File: src/rtl/moldudp64_line_arbiter.sv
`default_nettype none
// ============================================================================
// Module   : moldudp64_line_arbiter
// Purpose  : N-line MoldUDP64 arbiter; forwards each sequence number once,
//            drops duplicates and accepts gaps after a bounded wait.
// Revision : 1.0 - initial release
// ============================================================================
module moldudp64_line_arbiter #(
  parameter int N_CH     = 2,
  parameter int DATA_W   = 8,
  parameter int SEQ_W    = 64,
  parameter int GAP_WAIT = 64,
  parameter int CNT_W    = 16
) (
  input  logic                    clkIn,
  input  logic                    rstIn,
  input  logic [N_CH-1:0]         chValidIn,
  input  logic [N_CH*DATA_W-1:0]  chDataIn,
  input  logic [N_CH-1:0]         chLastIn,
  input  logic [N_CH*SEQ_W-1:0]   chSeqIn,
  output logic [N_CH-1:0]         chReadyOut,
  output logic                    itchDataValidOut,
  output logic [DATA_W-1:0]       itchDataOut,
  output logic                    itchLastOut,
  output logic [SEQ_W-1:0]        itchSeqOut,
  input  logic                    itchReadyIn,
  output logic                    packetLostOut,
  output logic [CNT_W-1:0]        gapCountOut,
  output logic [CNT_W-1:0]        dupCountOut
);

  localparam int c_SEL_W = (N_CH > 1) ? $clog2(N_CH) : 1;
  localparam int c_TMR_W = $clog2(GAP_WAIT + 1);
  localparam logic [c_TMR_W-1:0] c_TMR_LAST = c_TMR_W'(GAP_WAIT - 1);

  typedef enum logic [1:0] {
    IDLE = 2'd0,
    FWD  = 2'd1,
    DROP = 2'd2
  } state_t;

  state_t               r_state, w_stateNext;
  logic [c_SEL_W-1:0]   r_sel, w_selNext;
  logic [c_TMR_W-1:0]   r_gapTmr, w_gapTmrNext;
  logic [SEQ_W-1:0]     r_expSeq;
  logic                 r_synced;
  logic                 r_outValid;
  logic [DATA_W-1:0]    r_outData;
  logic                 r_outLast;
  logic [SEQ_W-1:0]     r_outSeq;
  logic [CNT_W-1:0]     r_gapCount;
  logic [CNT_W-1:0]     r_dupCount;

  // Head classification, lowest index wins within each class
  logic                 w_hitInOrder, w_hitDup, w_anyValid;
  logic [c_SEL_W-1:0]   w_inOrderIdx, w_dupIdx, w_minIdx;
  logic [SEQ_W-1:0]     w_minSeq;

  always_comb begin
    w_hitInOrder = 1'b0;
    w_hitDup     = 1'b0;
    w_anyValid   = 1'b0;
    w_inOrderIdx = '0;
    w_dupIdx     = '0;
    w_minIdx     = '0;
    w_minSeq     = '1;
    for (int i = 0; i < N_CH; i++) begin
      if (chValidIn[i]) begin
        if (!w_hitInOrder && (!r_synced || chSeqIn[i*SEQ_W +: SEQ_W] == r_expSeq)) begin
          w_hitInOrder = 1'b1;
          w_inOrderIdx = c_SEL_W'(i);
        end
        if (!w_hitDup && (chSeqIn[i*SEQ_W +: SEQ_W] < r_expSeq)) begin
          w_hitDup = 1'b1;
          w_dupIdx = c_SEL_W'(i);
        end
        if (!w_anyValid || (chSeqIn[i*SEQ_W +: SEQ_W] < w_minSeq)) begin
          w_anyValid = 1'b1;
          w_minSeq   = chSeqIn[i*SEQ_W +: SEQ_W];
          w_minIdx   = c_SEL_W'(i);
        end
      end
    end
  end

  // Signals of the locked line
  logic                 w_selValid, w_selLast;
  logic [DATA_W-1:0]    w_selData;
  logic [SEQ_W-1:0]     w_selSeq;

  always_comb begin
    w_selValid = 1'b0;
    w_selLast  = 1'b0;
    w_selData  = '0;
    w_selSeq   = '0;
    for (int i = 0; i < N_CH; i++) begin
      if (c_SEL_W'(i) == r_sel) begin
        w_selValid = chValidIn[i];
        w_selLast  = chLastIn[i];
        w_selData  = chDataIn[i*DATA_W +: DATA_W];
        w_selSeq   = chSeqIn[i*SEQ_W +: SEQ_W];
      end
    end
  end

  logic w_selReady, w_accept, w_gapPulse;

  always_comb begin
    w_stateNext  = r_state;
    w_selNext    = r_sel;
    w_gapTmrNext = r_gapTmr;
    w_gapPulse   = 1'b0;
    w_selReady   = 1'b0;
    case (r_state)
      IDLE: begin
        if (w_hitInOrder) begin
          w_selNext    = w_inOrderIdx;
          w_stateNext  = FWD;
          w_gapTmrNext = '0;
        end else if (w_hitDup) begin
          w_selNext    = w_dupIdx;
          w_stateNext  = DROP;
          w_gapTmrNext = '0;
        end else if (w_anyValid) begin
          // Only ahead-of-sequence heads: wait for another line to fill the gap
          if (r_gapTmr == c_TMR_LAST) begin
            w_selNext    = w_minIdx;
            w_stateNext  = FWD;
            w_gapPulse   = 1'b1;
            w_gapTmrNext = '0;
          end else begin
            w_gapTmrNext = r_gapTmr + c_TMR_W'(1);
          end
        end else begin
          w_gapTmrNext = '0;
        end
      end
      FWD: begin
        w_selReady = !r_outValid || itchReadyIn;
        if (w_selValid && w_selReady && w_selLast) w_stateNext = IDLE;
      end
      DROP: begin
        w_selReady = 1'b1;
        if (w_selValid && w_selLast) w_stateNext = IDLE;
      end
      default: w_stateNext = IDLE;
    endcase
  end

  assign w_accept = w_selValid && w_selReady;

  always_comb begin
    chReadyOut = '0;
    for (int i = 0; i < N_CH; i++) begin
      if (c_SEL_W'(i) == r_sel) chReadyOut[i] = w_selReady;
    end
  end

  always_ff @(posedge clkIn) begin
    if (rstIn) begin
      r_state    <= IDLE;
      r_sel      <= '0;
      r_gapTmr   <= '0;
      r_expSeq   <= '0;
      r_synced   <= 1'b0;
      r_outValid <= 1'b0;
      r_outData  <= '0;
      r_outLast  <= 1'b0;
      r_outSeq   <= '0;
      r_gapCount <= '0;
      r_dupCount <= '0;
    end else begin
      r_state  <= w_stateNext;
      r_sel    <= w_selNext;
      r_gapTmr <= w_gapTmrNext;
      if (r_state == FWD && w_accept) begin
        r_outValid <= 1'b1;
        r_outData  <= w_selData;
        r_outLast  <= w_selLast;
        r_outSeq   <= w_selSeq;
        if (w_selLast) begin
          r_expSeq <= w_selSeq + SEQ_W'(1);
          r_synced <= 1'b1;
        end
      end else if (itchReadyIn) begin
        r_outValid <= 1'b0;
      end
      if (r_state == DROP && w_accept && w_selLast && r_dupCount != '1)
        r_dupCount <= r_dupCount + CNT_W'(1);
      if (w_gapPulse && r_gapCount != '1)
        r_gapCount <= r_gapCount + CNT_W'(1);
    end
  end

  assign itchDataValidOut = r_outValid;
  assign itchDataOut      = r_outData;
  assign itchLastOut      = r_outLast;
  assign itchSeqOut       = r_outSeq;
  assign packetLostOut    = w_gapPulse;
  assign gapCountOut      = r_gapCount;
  assign dupCountOut      = r_dupCount;

endmodule
`default_nettype wire

File: config.mk
export PLATFORM = sky130hd
export DESIGN_NAME = moldudp64_line_arbiter
export DESIGN_NICKNAME = d
export VERILOG_FILES = /design/src/rtl/moldudp64_line_arbiter.sv
export SDC_FILE = /design/constraint.sdc
export NUM_CORES = 1
export LEC_CHECK = 0
export CAP_MARGIN = 10
export CORE_MARGIN = 4
export CORE_UTILIZATION = 50
export CTS_CLUSTER_SIZE = 14
export DETAILED_ROUTE_END_ITERATION = 8
export PLACE_DENSITY = 0.77
export SLEW_MARGIN = 30
export SYNTH_ARGS = -nofsm -noshare
export SYNTH_HDL_FRONTEND = slang
export SYNTH_SLANG_ARGS = --single-unit
export TNS_END_PERCENT = 50
File: constraint.sdc
create_clock -name clkIn -period 4.94 [get_ports clkIn]
set_clock_uncertainty 0.1 [all_clocks]
set_input_delay 0.494 -clock clkIn [delete_from_list [all_inputs] [get_ports clkIn]]
set_output_delay 0.494 -clock clkIn [all_outputs]
set_load 0.02 [all_outputs]
Word-level counts from Yosys, hierarchy flattened
Index checks and enable logic that the tools add are counted.
Storage, ports and cells
  input bits: 151
  word-level logic and storage cells: 103
  output and inout port bits: 109
  bits in registers: 181
Cells by class
  multiplexer cells: 47
  order comparisons: 3
  $add $sub $neg: 4
  eq/ne operators: 11
  reductions and logical operators: 27
Operators by type and width (number)
  < comparator 64 bit: 3
  equality test 64 bit: 2
  two-way mux 64 bit: 2
  adder 64 x 1 -> 64 bit (second input constant): 1
  adder 16 x 1 -> 16 bit (second input constant): 2
  two-way mux 1 bit: 32
  inequality test 16 bit (second input constant): 2
  two-way mux 7 bit: 4
  two-way mux 2 bit: 6
  logical AND 1 bit: 11
  two-way mux 8 bit: 1
  inequality test 4 bit (second input constant): 2
  adder 7 x 1 -> 7 bit (second input constant): 1
  equality test 7 x 6 -> 1 bit (second input constant): 1
  case mux 2 bit (3 select lines): 1
  nonzero test 3 bit: 2
  logical NOT 1 bit: 5
  logical OR 1 bit: 4
  inequality test 2 bit (second input constant): 2
  AND reduction 4 bit: 1
  AND reduction 3 bit: 1
  equality test 2 x 1 -> 1 bit (second input constant): 1
  equality test 2 bit (second input constant): 1
  logical NOT 2 bit: 1
  other kinds (3): 3

Logic depth before layout (Yosys ltp)
  depth in word-level cells: 11
  mapped depth: 20
  mapped depth without buffers: 12

Worst setup path before layout
Ideal clock, no wire load.
  path kind: reg-to-reg
  start: register r_sel
  end: register r_expSeq[26]
  slack: 758 ps
  arrival: 4011 ps
  library setup time: 70 ps
  path buffers: 9
  stages on the path, launching flop included: 21
  period minus slack after synthesis: 4182 ps
  data required time: 4770 ps
  cells stage by stage: dfxtp_1 -> buf_6 -> buf_12 -> buf_12 -> buf_12 -> buf_12 -> buf_8 -> buf_2 -> buf_2 -> clkbuf_1 -> mux2_2 -> ha_1 -> inv_1 -> a221oi_4 -> nand3_4 -> or3_4 -> a211o_1 -> a211oi_2 -> xnor2_1 -> nand2_1 -> a21oi_1
Between the ends
  elaborated cells between the ends (all ways): 7
  those cells by class: 1 x add/sub; 3 x mux; 3 x reduce/logical
RTL lines
  start: declaration: line 43  | logic [c_SEL_W-1:0] r_sel, w_selNext;
  start signal: assignment: line 174  | r_sel <= w_selNext;
  two-way mux 64 bit: line 97  | if (c_SEL_W'(i) == r_sel) begin
  via w_selSeq[1]: line 89  | logic [SEQ_W-1:0] w_selSeq;
  adder 64 x 1 -> 64 bit: line 182  | r_expSeq <= w_selSeq + SEQ_W'(1);
  end signal: assignment: line 182
  end: declaration: line 45  | logic [SEQ_W-1:0] r_expSeq;
The timed path passes the listed nets, and every way through them passes these cells.
A chain may end at the register's enable or synchronous reset.

Final worst setup path
  start: input chSeqIn[42]
  end: output packetLostOut
Between the ends
  cells in the longest elaborated chain, start to end: 10
  elaborated cells between the ends (all ways): 24
  those cells by class: 2 x order compare; 1 x eq/ne; 15 x mux; 6 x reduce/logical
RTL lines
  start: declaration: line 20  | input logic [N_CH*SEQ_W-1:0] chSeqIn,
  < comparator 64 bit / equality test 64 bit (equally long branches): line 73, 69
  two-way mux 1 bit / logical OR 1 bit (equally long branches): line 73, 69
  two-way mux 1 bit (on tied branches): line 68, 69
  logical NOT 1 bit / two-way mux 1 bit (equally long branches): line 73, 68
  logical AND 1 bit / logical NOT 1 bit (equally long branches): line 73, 69
  two-way mux 1 bit / logical AND 1 bit (equally long branches): line 73, 69
  two-way mux 1 bit (on tied branches): line 68, 69
  two-way mux 1 bit (on tied branches): line 120, 68
  two-way mux 1 bit (*): line 116  | if (w_hitInOrder) begin
  two-way mux 1 bit (*): line 114  | case (r_state)
  end: declaration: line 27  | output logic packetLostOut,
Every way passes the cells marked *; elsewhere a longest branch is shown, timed or not.

==> out/metrics.yaml <==
rsz0062_at_grt: "false"
synth_warnings: 0
drc_errors: 0
syn_to_final_growth_pct: 24.8
dr.pass1.iters: 5
nFillCells: 2419
cp.required_ns: 4.35
stdcell_area_um2: 17400
gp_congestion: 0.926
die-height_um: 175
cellPowerDensity_nw_per_um2: 214
clock_power_share_pct: 37.7
grt_max_degree: 135
via_count: 13538
cts_max_path_buffers: 2
io_buffers: 259
dpl_cell_area_um2: 16800
grt_pass1_vias: 13185
endpoint_kind: "primary output"
cts_inserted_buffers: 17
cp_cell_sequence: "clkdlybuf4s50_1 > ha_1 > nand4_1 > or4_1 > nor4b_2 > nor3b_1 > a211oi_1 > o21ai_2 > and2_1 > and3_1 > clkdlybuf4s50_1"
switchingPower_uw: 1180
core_area_um2: 27200
fin_crit_ns: 4.73
nets: 2290
cp-start-kind: "input pin"
crit_type: "input pin to primary output"
slowest_stage: "clkdlybuf4s50_1"
combPwrFrac_pct: 21.8
hold_class: "register to register"
initial_utilization_pct: 51.2
swShare_pct: 31.9
drv_slew: 0
ys_ff_latch: 181
cts.reportedPaths.clkPinSlew_ns: 0.08
synthFlopType: "dfxtp_1"
synth.top_cell.area_share_pct: 26.0
pwr-share-seq_pct: 40.5
synthCells: 1722
cp_max_fo: 6
drt-total-wl_um: 42500
cts_tree: "yes"
drive_gt1_share_pct: 3.74
status: "finished clean"
tightestPinTransition_ns: 0.935
path_common_cell: "clkdlybuf4s50_1"
slowest_delay_ns: 0.65
p_int_uw: 2530
ios: 260
post_cts_buffers: 0
root_buffer: "clkbuf_16"
grt_overflow: 0
grt_first_pass_wirelength_um: 68800
fmax_mhz: 211
setup_tns_ns: 0
max-vdd-ir-drop_v: 0.000193
fin_crit_sh_pct: 95.8
synth_area_um2: 13900
die_w_um: 175
maxCapViolations: 0
rows: 60
hold_buffers: 0
ys_types: 73
drt_iter0_drc: 1075
gr-usage-all-layers_pct: 27.2
setup_violations: 0
route.detailed.wl_per_inst_um: 18.3
insertion_delay_ns: 0.44
hpwl_um: 33000
syn_nets: 2071
avgViaCountPerCell: 5.82
die_area_um2: 30600
cts_sinks: 181
ant_nets: 0
postLayoutCoreUtil_pct: 64.0
synth_top_area_cell: "dfxtp_1"
htree_levels: 4
cts_resized: 0
syn_area_per_cell_um2: 8.09
finalHoldViolations: 0
relSlewSlack_pct: 37.6
ys_seq_area_share_pct: 26.0
crit_arrival_ns: 4.14
synthArstFlopShare_pct: 0
synth_edf_count: 0
grt_antenna_before_repair: 1
yosys-top-cells-area: "dfxtp_1, ha_1, a21oi_1"
cellLeakagePower_uw: 0.00613
==> kinds of logic (layout without fill, tap and decap cells) <==
logic type,after synthesis,after routing,share of synthesized area [%]
simple gates,649,649,24.0
mux,72,72,5.19
buf+inv,165,397,5.12
flops,181,181,26.0
other cells,0,1,0
xor+xnor,66,66,4.15
compound gates,391,391,17.7
fa+ha+maj,198,198,17.8
==> power by group through the flow <==
stage               Sequential (uW)  Clock [uW]  Combinational [uW]
detailed placement             1540           0                 798
floorplan                      1540           0                 466
CTS                            1500        1420                 804
global placement               1540           0                 782
global route                   1510        1490                 896
finish                         1500        1400                 811
==> layout make-up <==
type                            instances  area, um2  area share (%)
Clock buffer                           17        425            2.45
Antenna cell                            1       2.50          0.0144
Sequential cell                       181       3630            20.9
Inverter                               88        330            1.90
Clock inverter                         15        175            1.01
Tap cell                              372        465            2.68
Multi-Input combinational cell       1376       9610            55.3
Timing Repair Buffer                  277       2740            15.8
==> through the flow <==
stage	power [uW]	instances	worst slack [ns]	hold slack, ns
after CTS	3730	2326	0.209	0.353
after global placement	2320	2294	0.280	0.339
after floorplan	2010	1722	0.758	0.332
after global routing	3890	2327	0.0193	0.370
after detailed placement	2340	2294	0.214	0.343
final	3720	2327	0.206	0.351
==> cell usage in the layout, fill, tap and decap left out, types with 4 or more instances in the layout <==
master	count
a221oi_1	8
xor2_1	35
and4_1	6
nand3b_1	16
nor4_1	6
clkinv_8	4
mux2i_1	70
ha_1	198
clkbuf_16	17
and2_1	6
and3_1	18
nand4_1	51
nor3_1	24
a21o_1	21
inv_1	88
nor2_1	140
nand2_1	170
a21oi_1	165
nand4b_1	6
clkdlybuf4s50_1	257
a31oi_1	6
xnor2_1	31
a2111oi_0	5
buf_4	16
or3_1	28
o211ai_1	4
nand3_1	61
a211oi_1	84
dfxtp_1	180
nor2b_1	87
a211o_1	4
or4_1	7
o21ai_0	55
nand2b_1	6
==> worst max-delay path: cells and delay by family <==
family	cells	cell delay, ns
AND/OR/NAND/NOR	6	1.85
buffers and inverters	2	1.14
adder cells (fa/ha/maj)	1	0.33
AO/OA/AOI/OAI	2	0.33
==> Yosys cell counts, types with 16 or more instances <==
cell / instances
a211oi_1: 84
a21o_1: 21
a21oi_1: 165
and3_1: 18
clkbuf_1: 63
dfxtp_1: 181
ha_1: 198
inv_1: 88
mux2i_1: 70
nand2_1: 170
nand3_1: 61
nand3b_1: 16
nand4_1: 51
nor2_1: 141
nor2b_1: 87
nor3_1: 24
o21ai_0: 55
or3_1: 28
xnor2_1: 31
xor2_1: 35
==> path summary, 6_finish.rpt <==
check	slack, ns	endpoint	startpoint	depth (start not counted)
max reg2reg	0.82	r_expSeq[61]$_SDFFE_PP0P_	r_sel$_SDFFE_PP0P_	10
max	0.21	packetLostOut	chSeqIn[42]	11
min	0.35	r_expSeq[46]$_SDFFE_PP0P_	r_expSeq[46]$_SDFFE_PP0P_	2
min reg2reg	0.35	r_expSeq[46]$_SDFFE_PP0P_	r_expSeq[46]$_SDFFE_PP0P_	2
==> registers in the layout, summed over array words and instances, names as in the netlist <==
| name | cells |
|---|---|
| dupCountOut | 16 |
| gapCountOut | 16 |
| itchDataOut | 8 |
| itchDataValidOut | 1 |
| itchLastOut | 1 |
| itchSeqOut | 64 |
| r_expSeq | 64 |
| r_gapTmr | 7 |
| r_sel | 1 |
| r_state | 2 |
| r_synced | 1 |
==> layer usage <==
layer  track usage, %  wire length (um)  vias to the layer above
met2             45.4             19600                      470
li1                 -                 -                     6677
met4             8.67              1190                        0
met5                0                 0                        -
met1             35.5             18700                     6318
met3             5.32              2960                       73
Note: power is estimated with default switching activity, not from simulation.
